`src/rtl/regfile_burst_reader.sv`:
```
// regfile_burst_reader
// Read-side sequencer for a single-read-port register file. A start command
// walks `count` consecutive addresses from `start_addr`, wrapping modulo
// 2^ADDR_WIDTH. Each word is presented on a registered valid/ready stream, and
// the final word is marked with out_last.
//
// Ports
//   CLK           rising-edge clock
//   ASYNCRESET    asynchronous reset, active-high
//   start         burst request, only looked at while idle
//   start_addr    first address of the burst
//   count         number of words (0 = empty burst, done only)
//   busy          burst in progress
//   done          one-cycle pulse after the burst completes
//   rf_read_addr  regfile read address (registered pointer)
//   rf_read_data  regfile read data (combinational, with write bypass)
//   out_data      stream data
//   out_valid     stream valid
//   out_ready     stream ready
//   out_last      final word of the burst
//
// state | meaning
// IDLE  | waiting for start; rf_read_addr holds its last value
// READ  | fetching words into the output register as it frees up
// DRAIN | final word is held until the consumer takes it
module regfile_burst_reader #(
    parameter int ADDR_WIDTH = 2,
    parameter int DATA_WIDTH = 4
) (
    input  logic                  CLK,
    input  logic                  ASYNCRESET,
    input  logic                  start,
    input  logic [ADDR_WIDTH-1:0] start_addr,
    input  logic [ADDR_WIDTH:0]   count,
    output logic                  busy,
    output logic                  done,
    output logic [ADDR_WIDTH-1:0] rf_read_addr,
    input  logic [DATA_WIDTH-1:0] rf_read_data,
    output logic [DATA_WIDTH-1:0] out_data,
    output logic                  out_valid,
    input  logic                  out_ready,
    output logic                  out_last
);

    typedef enum logic [1:0] {
        IDLE  = 2'd0,
        READ  = 2'd1,
        DRAIN = 2'd2
    } state_t;

    localparam logic [ADDR_WIDTH:0] REM_ONE  = 1;
    localparam logic [ADDR_WIDTH:0] REM_ZERO = '0;

    state_t                  state, state_n;
    logic [ADDR_WIDTH-1:0]   ptr, ptr_n;
    logic [ADDR_WIDTH:0]     remaining, remaining_n;
    logic [DATA_WIDTH-1:0]   data_n;
    logic                    valid_n, last_n, done_n;
    logic                    capture;

    always_ff @(posedge CLK or posedge ASYNCRESET) begin
        if (ASYNCRESET) begin
            state     <= IDLE;
            ptr       <= '0;
            remaining <= '0;
            out_data  <= '0;
            out_valid <= 1'b0;
            out_last  <= 1'b0;
            done      <= 1'b0;
        end else begin
            state     <= state_n;
            ptr       <= ptr_n;
            remaining <= remaining_n;
            out_data  <= data_n;
            out_valid <= valid_n;
            out_last  <= last_n;
            done      <= done_n;
        end
    end

    // The output register can take a new word when it is empty or its current
    // word is being consumed on this edge.
    assign capture = !out_valid || out_ready;

    always_comb begin
        state_n     = state;
        ptr_n       = ptr;
        remaining_n = remaining;
        data_n      = out_data;
        valid_n     = out_valid;
        last_n      = out_last;
        done_n      = 1'b0;

        case (state)
            IDLE: begin
                if (start) begin
                    if (count != REM_ZERO) begin
                        ptr_n       = start_addr;
                        remaining_n = count;
                        state_n     = READ;
                    end else begin
                        done_n = 1'b1;
                    end
                end
            end
            READ: begin
                if (capture) begin
                    data_n      = rf_read_data;
                    valid_n     = 1'b1;
                    last_n      = (remaining == REM_ONE);
                    ptr_n       = ptr + 1'b1;
                    remaining_n = remaining - 1'b1;
                    if (remaining == REM_ONE) begin
                        state_n = DRAIN;
                    end
                end
            end
            DRAIN: begin
                if (out_valid && out_ready) begin
                    valid_n = 1'b0;
                    last_n  = 1'b0;
                    done_n  = 1'b1;
                    state_n = IDLE;
                end
            end
            default: begin
                state_n = IDLE;
            end
        endcase
    end

    assign busy         = (state != IDLE);
    assign rf_read_addr = ptr;

endmodule
```
`config.mk`:
```
export PLATFORM = sky130hd
export DESIGN_NAME = regfile_burst_reader
export DESIGN_NICKNAME = d
export VERILOG_FILES = /design/src/rtl/regfile_burst_reader.sv
export SDC_FILE = /design/constraint.sdc
export NUM_CORES = 1
export LEC_CHECK = 0
export CORE_AREA = 2 2 43 45
export CTS_CLUSTER_DIAMETER = 200
export DETAILED_ROUTE_END_ITERATION = 8
export DIE_AREA = 0 0 45 47
export GPL_ROUTABILITY_DRIVEN = 0
export HOLD_SLACK_MARGIN = 0.03
export PLACE_DENSITY = 0.77
export SLEW_MARGIN = 15
export SYNTH_ARGS = -nofsm -noshare
export SYNTH_HDL_FRONTEND = slang
export SYNTH_SLANG_ARGS = --single-unit
```
`constraint.sdc`:
```
create_clock -name CLK -period 4 [get_ports CLK]
set_input_delay 0.8 -clock CLK [delete_from_list [all_inputs] [get_ports CLK]]
set_output_delay 0.8 -clock CLK [all_outputs]
set_load 0.005 [all_outputs]
```
# == Word-level counts from Yosys, hierarchy flattened ==
# Index checks and enable logic that the tools add are counted.
# totals
output_inout_bits,10
wordCells,52
regBits,14
input_bits,13
# classes
n_reduce_logical,12
addsub,2
eq_ne,8
muxes,23
# op_table
op,count
$mux 2,8
$ne 2x2->1 const B,5
$mux 3,3
$mux 1,6
$pmux 1 s2,3
$pmux 2 s3,1
$pmux 3 s2,1
$reduce_bool 2->1,3
$reduce_and 5->1,1
$pmux 2 s2,1
$reduce_and 4->1,1
$eq 3x1->1 const B,1
$reduce_and 3->1,1
$reduce_bool 3->1,1
$sub 3x1->3 const B,1
$add 2x1->2 const B,1
$eq 2x1->1 const B,1
$eq 2x2->1 const B,1
$logic_not 2->1,1
$reduce_and 2->1,1
$logic_and 1x1->1,1
$logic_not 1->1,1
$logic_or 1x1->1,1

# == Depth between registers and ports, before layout ==
# logic_depth
depth_word,4
mapped_depth,5
ltp_nobuf,5

# == Worst setup path after synthesis ==
# No wires, ideal clock.
# synth_path
kind,input to register
start,input start
end,"register ptr[0], in the netlist rf_read_addr[0]"
arrival_time_ps,1709
n_path_buf,0
setup_ps,122
path_slack_ps,2170
t_required_ps,3878
path_stages,3
cell_sequence,or3b_4 or3_1 a32o_1
# synth_between
elab_chain_cells,2
# synth_lines
element,line_no,source
"start, declared",32,"input logic start,"
$ne 2x2->1 (no source line),--,
$reduce_and 4->1 (no source line),--,
"end signal, assigned",72,ptr <= ptr_n;
"end, declared",55,"logic [ADDR_WIDTH-1:0] ptr, ptr_n;"
# Every way passes these cells.
# A chain may end at the register's enable or synchronous reset.

# == Worst setup path after layout ==
# layout_path
start,register state[1]
end,output busy
# layout_between
elab_chain_cells,1
# layout_lines
element,line_no,source
"start, declared",54,"state_t state, state_n;"
"start signal, assigned",71,state <= state_n;
$reduce_bool 2->1,132,assign busy = (state != IDLE);
"end, declared",35,"output logic busy,"
# Every way passes these cells.

==> impl_metrics.json <==
{
  "antenna_found_initial": 0,
  "tightest_slew_ns": 0.530,
  "synthDistinctLibCells": 29,
  "slew_headroom": 0.646,
  "netlist_top_cells_count": "dfrtp_1, inv_1, nand2_1",
  "cts-htree-levels": 1,
  "synth_compound_area_frac": 0.154,
  "r2r_slack_ns": 2.39,
  "nFillCells": 148,
  "grtUsageTotal": 0.165,
  "hold_class": "register to register",
  "grt_pass1_vias": 580,
  "p_clk_frac": 0.150,
  "power.internal_mw": 0.449,
  "overflow": 0,
  "maxSlewViolCount": 0,
  "drt_wl_total_um": 1510,
  "whs_ns": 0.510,
  "syn_nets": 83,
  "combPwrFrac": 0.482,
  "initial_utilization": 0.437,
  "start_kind": "register",
  "drtPass1Iterations": 4,
  "powerDensity_nw_per_um2": 678,
  "viasPerCell": 5.76,
  "seqPwrFrac": 0.368,
  "ctsHoldBuffers": 0,
  "tritoncts": "done",
  "netSwitchingFraction": 0.334,
  "min_period_over_period": 0.571,
  "final_area_um2": 996,
  "end_kind": "output port",
  "crit_fanout": 9,
  "vias": 634,
  "postRouteAntennaNets": 0,
  "setup_violations": 0,
  "core_area_um2": 1650,
  "synth_xor_area_frac": 0,
  "async_flop_share": 1.00,
  "rows": 15,
  "cts.clk_slew.worst_paths_ns": 0.09,
  "max_stage_delay_ns": 0.47,
  "maxCapViolCount": 0,
  "endpoint": "busy",
  "grt_start_max_net_pins": 15,
  "crit_type": "register to output port",
  "numCtsBuffers": 3,
  "layout_min_cycle_time_ns": 2.28,
  "nets": 109,
  "crit_buf_inv": 1,
  "wl_per_cell_um": 13.8,
  "yosysWarnings": 0,
  "cts_resized": 0,
  "status": "finished clean",
  "rr_endpoint": "remaining[2]$_DFFE_PP0P_",
  "reg2reg_depth": 3,
  "synth_area_um2": 722,
  "synth_top_family_by_area": "simple AND/OR/NAND/NOR gates",
  "critPathLaunch": "state[1]$_DFFE_PP0P_",
  "slowest_stage": "dfrtp_1",
  "cp_top_family": "flip-flops",
  "cts_sinks": 14,
  "arrival_ns": 1.48,
  "ys_ff_latch": 14,
  "yosysTopAreaCell": "dfrtp_1",
  "syn_avg_cell_area_um2": 10.6,
  "ios": 23,
  "post_cts_buffers": 0,
  "area_growth_pct": 38.0,
  "crit_chain": "or2_2 > clkdlybuf4s50_1",
  "hpwl_um": 1190,
  "r2r-start": "state[0]$_DFFE_PP0P_",
  "finalSetupTns_ns": 0,
  "fin_skew_ns": 0.000324,
  "syn-instance-count": 68,
  "dieArea_um2": 2120,
  "synth_edf_count": 0,
  "yosysTopAreaCellShare": 0.485,
  "cts_root_buf": "clkbuf_4",
  "synth_most_common_cell": "dfrtp_1",
  "cp.depth": 2,
  "clock_latency_ns": 0.27,
  "yosys.area_share.simple": 0.191,
  "clockBufferDepth": 2,
  "drive_gt1_frac": 0.151,
  "muxShareOfSynthArea": 0.104,
  "synth.area.top_cells": "dfrtp_1, mux2_2, mux2i_1",
  "synth_adder_area_share": 0.0347,
  "fp.dieW_um": 45,
  "required_ns": 3.20,
  "leakagePower_nw": 0.430,
  "diodes": 0,
  "ys.flop_type": "dfrtp_1",
  "max_freq_mhz": 438,
  "hold_viol_final": 0,
  "rsz0062_at_grt": "false",
  "port_buffers": 22,
  "drtIter0Drc": 16,
  "peakVddDrop_mv": 0.312,
  "die_h_um": 47,
  "place_area_um2": 960,
  "yosysSeqAreaShare": 0.485,
  "p_switching_mw": 0.226,
  "grt_pass1_wl_um": 2460,
  "drc": 0
}
## flip-flops by register name, summed over array words and instances, names as in the netlist
register	count
done	1
state	2
out_valid	1
remaining	3
rf_read_addr	2
out_data	4
out_last	1
## through the flow
step                      total power, mW  cells  setup WS [ns]   util
after floorplan                     0.439     68           2.17      -
after global placement              0.567    106           1.64  0.581
after detailed placement            0.579    106           1.60  0.581
after CTS                           0.684    110           1.70  0.603
after global routing                0.732    110           1.65  0.603
final                               0.675    110           1.72  0.603
## worst register-to-register path: stages (launching register included)
cell and delay, ns:
dfrtp_1 0.46, or3b_4 0.43, o22ai_1 0.40, a22oi_1 0.17
## area by class of cell
type                            count  area [um2]  area share
Multi-Input combinational cell     48         349       0.351
Timing Repair Buffer               22         220       0.221
Tap cell                           17        21.3      0.0214
Clock buffer                        4        36.3      0.0364
Inverter                            5        18.8      0.0188
Sequential cell                    14         350       0.352
## per-layer routing
layer | vias to the layer above | GRT usage | wire length, um
li1 | 299 | - | -
met1 | 311 | 0.195 | 633
met2 | 22 | 0.283 | 760
met3 | 2 | 0.0462 | 106
met4 | 0 | 0.0706 | 12
met5 | - | 0 | 0
## placed cells by master (no fill, tap or decap), types with 2 or more instances in the layout
master           instances
a22oi_1                  2
nand2b_1                 2
dfrtp_1                 14
clkbuf_4                 3
o21ai_0                  2
a31oi_1                  2
ha_1                     2
a21oi_1                  3
or3_1                    2
or2_2                    2
mux2_2                   4
nand2_1                  5
clkdlybuf4s50_1         22
inv_1                    5
o21a_1                   2
mux2i_1                  3
nor3_1                   2
a32o_1                   2
nand3b_1                 2
## worst min-delay path by stage
stage               slack [ns]                     from  cells after the start                      end
finish                    0.51  out_data[0]$_DFFE_PP0P_                      1  out_data[0]$_DFFE_PP0P_
global route              0.53  out_data[0]$_DFFE_PP0P_                      1  out_data[0]$_DFFE_PP0P_
CTS                       0.52  out_data[0]$_DFFE_PP0P_                      1  out_data[0]$_DFFE_PP0P_
detailed placement        0.50  out_data[0]$_DFFE_PP0P_                      1  out_data[0]$_DFFE_PP0P_
global placement          0.49  out_data[0]$_DFFE_PP0P_                      1  out_data[0]$_DFFE_PP0P_
floorplan                 0.48     state[0]$_DFFE_PP0P_                      1           done$_DFF_PP0_
## cells by family after synthesis
| logic type | after synthesis |
|---|---|
| buf+inv | 6 |
| flops | 14 |
| mux | 7 |
| fa+ha+maj | 2 |
| simple gates | 23 |
| compound gates | 16 |
## power by group through the flow
stage	combinational (mW)	clock (mW)	sequential, mW
6_report	0.325	0.101	0.248
5_1_grt	0.362	0.113	0.257
4_1_cts	0.329	0.106	0.249
3_5_place_dp	0.328	0	0.252
3_3_place_gp	0.319	0	0.248
2_1_floorplan	0.193	0	0.245
Power figures use the tool's default switching activity.
